===== src/rtl/alu_exec_if.sv =====
// alu_exec_if
// Request/response bundle between an ALU execution unit and its producer/consumer.
//   in_valid/in_ready         : request handshake (producer -> ALU)
//   control_signal, op_a, op_b: operation code and operands, captured on accept
//   out_valid/out_ready       : result handshake (ALU -> consumer)
//   result, zero, illegal     : registered result and its status flags
// Modports: master = producer/consumer side (e.g. a testbench), slave = the ALU.
interface alu_exec_if #(
  parameter int XLEN = 32
);
  logic            in_valid;
  logic            in_ready;
  logic [3:0]      control_signal;
  logic [XLEN-1:0] op_a;
  logic [XLEN-1:0] op_b;
  logic            out_valid;
  logic            out_ready;
  logic [XLEN-1:0] result;
  logic            zero;
  logic            illegal;

  modport master (
    output in_valid, control_signal, op_a, op_b, out_ready,
    input  in_ready, out_valid, result, zero, illegal
  );

  modport slave (
    input  in_valid, control_signal, op_a, op_b, out_ready,
    output in_ready, out_valid, result, zero, illegal
  );
endinterface


===== src/rtl/alu_exec.sv =====
// alu_exec
// Handshaked ALU execution stage. A request is captured when in_valid && in_ready;
// the result and its zero/illegal flags are registered and held until the consumer
// takes them with out_valid && out_ready. A retire and a new accept may share one
// edge, so a continuous stream runs without bubbles.
// Ports:
//   clk    : single clock, rising edge
//   rst_n  : asynchronous active-low reset
//   bus    : alu_exec_if.slave (request, operands, result and handshakes)
// Operation codes: 0000 AND, 0001 OR, 0010 ADD, 0110 SUB, 0100 signed LT,
//   0101 signed GE; anything else returns 0 with zero=1 and illegal=1.
// Optional feature, macro ALU_EXEC_SHIFT_EN: adds 0011 SLL and 0111 SRL, shifted
//   one bit per cycle from a BUSY state. Shift amount is op_b[log2(XLEN)-1:0].
//   Without the macro those codes are illegal and no shift hardware exists.
module alu_exec #(
  parameter int XLEN = 32
) (
  input  logic      clk,
  input  logic      rst_n,
  alu_exec_if.slave bus
);

  localparam logic [3:0] OP_AND = 4'b0000;
  localparam logic [3:0] OP_OR  = 4'b0001;
  localparam logic [3:0] OP_ADD = 4'b0010;
  localparam logic [3:0] OP_SUB = 4'b0110;
  localparam logic [3:0] OP_SLT = 4'b0100;
  localparam logic [3:0] OP_SGE = 4'b0101;
`ifdef ALU_EXEC_SHIFT_EN
  localparam logic [3:0] OP_SLL = 4'b0011;
  localparam logic [3:0] OP_SRL = 4'b0111;
  localparam int         SHW    = (XLEN > 1) ? $clog2(XLEN) : 1;
`endif

  typedef enum logic [1:0] {
    IDLE = 2'd0,
    BUSY = 2'd1,
    DONE = 2'd2
  } state_e;

  state_e          state_q, state_d;
  logic [XLEN-1:0] result_q, result_d;
  logic            zero_q, zero_d;
  logic            illegal_q, illegal_d;

  logic            accept;
  logic [XLEN-1:0] alu_res;
  logic            alu_illegal;

`ifdef ALU_EXEC_SHIFT_EN
  logic [SHW-1:0]  cnt_q, cnt_d;
  logic            dir_q, dir_d;
  logic            is_shift;
  logic [SHW-1:0]  shamt;
  logic            start_shift;

  // Only a nonzero shift amount needs the iterative path; a zero amount
  // completes like any single-cycle op with op_a passed through.
  assign is_shift    = (bus.control_signal == OP_SLL) || (bus.control_signal == OP_SRL);
  assign shamt       = bus.op_b[SHW-1:0];
  assign start_shift = is_shift && (shamt != '0);
`endif

  // A slot opens when idle, or when the held result is being retired this edge.
  assign bus.in_ready  = (state_q == IDLE) || ((state_q == DONE) && bus.out_ready);
  assign accept        = bus.in_valid && bus.in_ready;
  assign bus.out_valid = (state_q == DONE);
  assign bus.result    = result_q;
  assign bus.zero      = zero_q;
  assign bus.illegal   = illegal_q;

  // Single-cycle datapath evaluated on the live request inputs.
  always_comb begin
    alu_res     = '0;
    alu_illegal = 1'b0;
    unique case (bus.control_signal)
      OP_AND:  alu_res = bus.op_a & bus.op_b;
      OP_OR:   alu_res = bus.op_a | bus.op_b;
      OP_ADD:  alu_res = bus.op_a + bus.op_b;
      OP_SUB:  alu_res = bus.op_a - bus.op_b;
      OP_SLT:  alu_res[0] = $signed(bus.op_a) < $signed(bus.op_b);
      OP_SGE:  alu_res[0] = $signed(bus.op_a) >= $signed(bus.op_b);
`ifdef ALU_EXEC_SHIFT_EN
      OP_SLL,
      OP_SRL:  alu_res = bus.op_a;
`endif
      default: alu_illegal = 1'b1;
    endcase
  end

  // Next-state logic: accept/retire in IDLE/DONE, one shift step per cycle in BUSY.
  always_comb begin
    state_d   = state_q;
    result_d  = result_q;
    zero_d    = zero_q;
    illegal_d = illegal_q;
`ifdef ALU_EXEC_SHIFT_EN
    cnt_d     = cnt_q;
    dir_d     = dir_q;
`endif
    unique case (state_q)
`ifdef ALU_EXEC_SHIFT_EN
      BUSY: begin
        result_d = dir_q ? (result_q >> 1) : (result_q << 1);
        cnt_d    = cnt_q - 1'b1;
        if (cnt_q == SHW'(1)) begin
          state_d = DONE;
          zero_d  = (result_d == '0);
        end
      end
`endif
      default: begin
        if ((state_q == DONE) && bus.out_ready) begin
          state_d = IDLE;
        end
        if (accept) begin
          state_d   = DONE;
          result_d  = alu_res;
          zero_d    = (alu_res == '0);
          illegal_d = alu_illegal;
`ifdef ALU_EXEC_SHIFT_EN
          if (start_shift) begin
            state_d   = BUSY;
            result_d  = bus.op_a;
            zero_d    = 1'b0;
            illegal_d = 1'b0;
            cnt_d     = shamt;
            dir_d     = (bus.control_signal == OP_SRL);
          end
`endif
        end
      end
    endcase
  end

  // State and result registers; reset discards any pending or in-flight op.
  always_ff @(posedge clk or negedge rst_n) begin
    if (!rst_n) begin
      state_q   <= IDLE;
      result_q  <= '0;
      zero_q    <= 1'b0;
      illegal_q <= 1'b0;
`ifdef ALU_EXEC_SHIFT_EN
      cnt_q     <= '0;
      dir_q     <= 1'b0;
`endif
    end else begin
      state_q   <= state_d;
      result_q  <= result_d;
      zero_q    <= zero_d;
      illegal_q <= illegal_d;
`ifdef ALU_EXEC_SHIFT_EN
      cnt_q     <= cnt_d;
      dir_q     <= dir_d;
`endif
    end
  end

endmodule


===== src/flat_wrapper.sv =====
// flat-port wrapper written by rule: the top's interface ports become plain ports
module alu_exec_flat 
#(
  parameter int XLEN = 32
)
  (clk, rst_n, bus_in_valid, bus_control_signal, bus_op_a, bus_op_b, bus_out_ready, bus_in_ready, bus_out_valid, bus_result, bus_zero, bus_illegal);
  alu_exec_if #(.XLEN(XLEN)) bus_i ();
  input  logic clk;
  input  logic rst_n;
  input wire logic [$bits(bus_i.in_valid)-1:0] bus_in_valid;
  input wire logic [$bits(bus_i.control_signal)-1:0] bus_control_signal;
  input wire logic [$bits(bus_i.op_a)-1:0] bus_op_a;
  input wire logic [$bits(bus_i.op_b)-1:0] bus_op_b;
  input wire logic [$bits(bus_i.out_ready)-1:0] bus_out_ready;
  output wire logic [$bits(bus_i.in_ready)-1:0] bus_in_ready;
  output wire logic [$bits(bus_i.out_valid)-1:0] bus_out_valid;
  output wire logic [$bits(bus_i.result)-1:0] bus_result;
  output wire logic [$bits(bus_i.zero)-1:0] bus_zero;
  output wire logic [$bits(bus_i.illegal)-1:0] bus_illegal;
  assign bus_i.in_valid = bus_in_valid;
  assign bus_i.control_signal = bus_control_signal;
  assign bus_i.op_a = bus_op_a;
  assign bus_i.op_b = bus_op_b;
  assign bus_i.out_ready = bus_out_ready;
  assign bus_in_ready = bus_i.in_ready;
  assign bus_out_valid = bus_i.out_valid;
  assign bus_result = bus_i.result;
  assign bus_zero = bus_i.zero;
  assign bus_illegal = bus_i.illegal;
  alu_exec #(.XLEN(XLEN)) u_core (.clk(clk), .rst_n(rst_n), .bus(bus_i));
endmodule

===== config.mk =====
export PLATFORM = sky130hd
export DESIGN_NAME = alu_exec_flat
export DESIGN_NICKNAME = d
export VERILOG_FILES = /design/src/rtl/alu_exec_if.sv /design/src/rtl/alu_exec.sv /design/src/flat_wrapper.sv
export SDC_FILE = /design/constraint.sdc
export NUM_CORES = 1
export LEC_CHECK = 0
export CORE_ASPECT_RATIO = 0.8
export CORE_MARGIN = 3
export CORE_UTILIZATION = 45
export DETAILED_ROUTE_END_ITERATION = 7
export HOLD_SLACK_MARGIN = 0.15
export PLACE_DENSITY = 0.69
export SLEW_MARGIN = 0
export SYNTH_ARGS = -nofsm -noshare
export SYNTH_HDL_FRONTEND = slang
export SYNTH_SLANG_ARGS = --single-unit
export TNS_END_PERCENT = 1

===== constraint.sdc =====
create_clock -name clk -period 4.75 [get_ports clk]
set_input_delay 0.7125 -clock clk [delete_from_list [all_inputs] [get_ports clk]]
set_output_delay 0.7125 -clock clk [all_outputs]
set_load 0.02 [all_outputs]

==> results.ini <==
[clocking]
clock-sinks=35
htree_levels=2
cts_buffers=5
path_clk_slew_ns=0.07
clkLatencyLatePin_ns=0.30
cts_tree=done
max-clock-path-buffers=2
cts_setup_buffers=0
ctsResizeCount=0
root_buffer=clkbuf_16
holdBufCountCts=0

[critical_path]
r2r-start=u_core.state_q[1]
reg2reg_depth=10
cp_slowest_stage_delay_ns=0.63
worstSetupPathType=primary input to flop
endpoint_kind=flop
cpMaxStageDelayCell=or4_4
crit_path_start_kind=primary input
worstPathArrival_ns=4.76
worstSetupStartpoint=bus_op_b[14]
crit_top_cell=o21ai_1
crit_fanout=9
crit_chain=clkdlybuf4s50_1 -> inv_1 -> ha_1 -> or4_4 -> or3_1 -> nor3_2 -> a211oi_2 -> o21ai_1 -> buf_4 -> o31ai_1 -> nor3_1 -> o2111a_1 -> nand4_1 -> o21ai_1
cp.required_ns=4.98

[die]
die_height_um=117.0
core-area_um2=14690
die_w_um=144.7
fp-row-count=39
die-area_um2=16930
initial_core_util_pct=47.18
ios=108

[synthesis]
synth_edf_count=0
yosysSeqAreaShare_pct=12.64
netlist_instances=977
syn-num-nets=1147
synth_top_family_by_area=compound AO/OA/AOI/OAI gates
avgSynthCellArea_um2=7.092
yosysTopAreaCell=ha_1
synthSimpleGateAreaFrac_pct=21.78
synth_top_area_share_pct=17.33
synthFlopType=dfrtp_1
synth-compound-area-share_pct=33.62
synth_xor_area_share_pct=0.7584
synth_fa_ha_area_share_pct=17.91
synthArstFlopShare_pct=100.0
post_synth_instance_area_um2=6929
synth_mux_area_share_pct=4.442
ys_top_cells_by_area=ha_1 17%, dfrtp_1 13%, a21oi_1 6.9%
synth.distinct_cells=83
synth_seq_cells=35
yosys_warnings=0

[place]
gp_congestion=1.008
hpwlAfterDp_mm=20.48
io_buffer_count=107

[timing]
fmax_mhz=220.4
fin_worst_skew_ns=0.01381
min_period_ns=4.537
hold_viol=0
final.period_utilization_pct=95.51
whs_ns=0.4803
rsz0062_at_grt=false
finalSetupTns_ns=0
worst_pin_slew_ns=0.9601
timing.final.max_slew_violations=0
finalSetupViolations=0
maxSlewHeadroom_pct=36.00

[route]
num_vias=8089
drc_errors=0
ant_nets=0
via_per_inst=6.161
dr.first_iter.drc_count=1123
drt_first_pass_iters=5
wire_per_inst_um=19.64
wirelength_mm=25.78

[min_path]
hold_class=flop to flop
hold_path_depth=2
hp-start=u_core.bus.result[24]

[final_layout]
area.growth.synth_to_final_pct=25.60
filler_cell_count=1402
layout_common_cells=106 x clkdlybuf4s50_1, 103 x inv_1, 96 x a21oi_1, 96 x ha_1
utilization_pct=59.26
drive_gt1_share_pct=10.65
nNetsFinal=1277
diodes=0
layout_commonest_cell=clkdlybuf4s50_1

[outcome]
status=finished, final reports clean

[pwr]
p_leak_nw=3.894
ir_worst_vdd_mv=0.1160
pwr_density_cell_nw_per_um2=203.1

[grt]
antenna_found_initial=0
grt_max_degree=51
met1_usage_pct=46.38
use_met2_pct=43.47
top_usage_layer=met1
grt_pass1_wl_mm=39.80
grt_remaining_overflow=0
grt_pass1_vias=7253
grt_use_total_pct=29.78
met3_usage_pct=5.158

[job]
drv_cap=0

-- cells by family after synthesis --
kind of cell	Yosys count
simple gates	309
buf+inv	155
fa+ha+maj	98
xor+xnor	6
flops	35
compound gates	345
mux	29
-- critical path, delay by kind of cell --
family          cells  cell delay, ns
fa+ha+maj           1            0.42
compound gates      5            1.12
simple gates        5            1.76
buf+inv             3            0.76
-- per-layer routing --
metal | vias up | part of all wire [%]
li1 | 3820 | -
met1 | 3716 | 47
met2 | 518 | 40
met3 | 35 | 11
met4 | 0 | 1.4
met5 | - | 0
-- layout make-up --
cell class                      instances  area [um^2]  area share (%)
Clock buffer                            5        125.1           1.438
Clock inverter                          3        20.02          0.2300
Inverter                              103        386.6           4.442
Multi-Input combinational cell        787         5463           62.77
Sequential cell                        35        875.8           10.06
Tap cell                              205        256.5           2.947
Timing Repair Buffer                  175         1577           18.11
-- synth_stat cells, drive strengths merged, types with 4 or more instances --
cell,instances
inv,103
a21oi,96
ha,96
nor2,89
nand2,88
o21ai,71
dfrtp,35
clkbuf,34
nor3,23
nand3,19
a211oi,18
buf,18
o31ai,16
mux2i,15
nand2b,15
o211ai,15
a31oi,14
mux2,14
nor2b,13
nand4,11
nor4,11
a21o,10
o21a,9
o21bai,9
a221o,8
a221oi,8
a211o,7
or4,7
a2111oi,6
or3,6
xnor2,6
o221ai,5
or2,5
a2111o,4
a21boi,4
o31a,4
-- final timing paths --
| path | slack, ns | end |
|---|---|---|
| worst max-delay path | 0.21 | u_core.bus.zero |
| worst min-delay path | 0.48 | u_core.bus.result[24] |
| worst max register to register | 2.18 | u_core.bus.zero |
| worst min register to register | 0.48 | u_core.bus.result[24] |
| max in group asynchronous | 3.62 | u_core.bus.result[13] |
| min in group asynchronous | 0.55 | u_core.bus.result[20] |
-- registers in the layout, indices dropped and copies added (netlist names) --
signal	cells
u_core.state_q	1
u_core.bus.zero	1
u_core.bus.illegal	1
u_core.bus.result	32
-- stage by stage --
step / cells / instance area, um^2 / power [mW] / setup slack [ns]
floorplan: 977 / 6929 / 0.9705 / 1.123
global placement: 1305 / 8558 / 1.396 / 0.1322
detailed placement: 1305 / 8558 / 1.400 / 0.05736
CTS: 1313 / 8703 / 1.747 / 0.3508
global route: 1313 / 8703 / 1.866 / 0.1355
finish: 1313 / 8703 / 1.767 / 0.2130
-- report_power, final --
part	switching [mW]	internal [mW]	leakage, nW
Sequential	0.0318	0.347	0.445
Combinational	0.601	0.443	3.38
Clock	0.150	0.194	0.0658
Power figures use the tool's default switching activity.
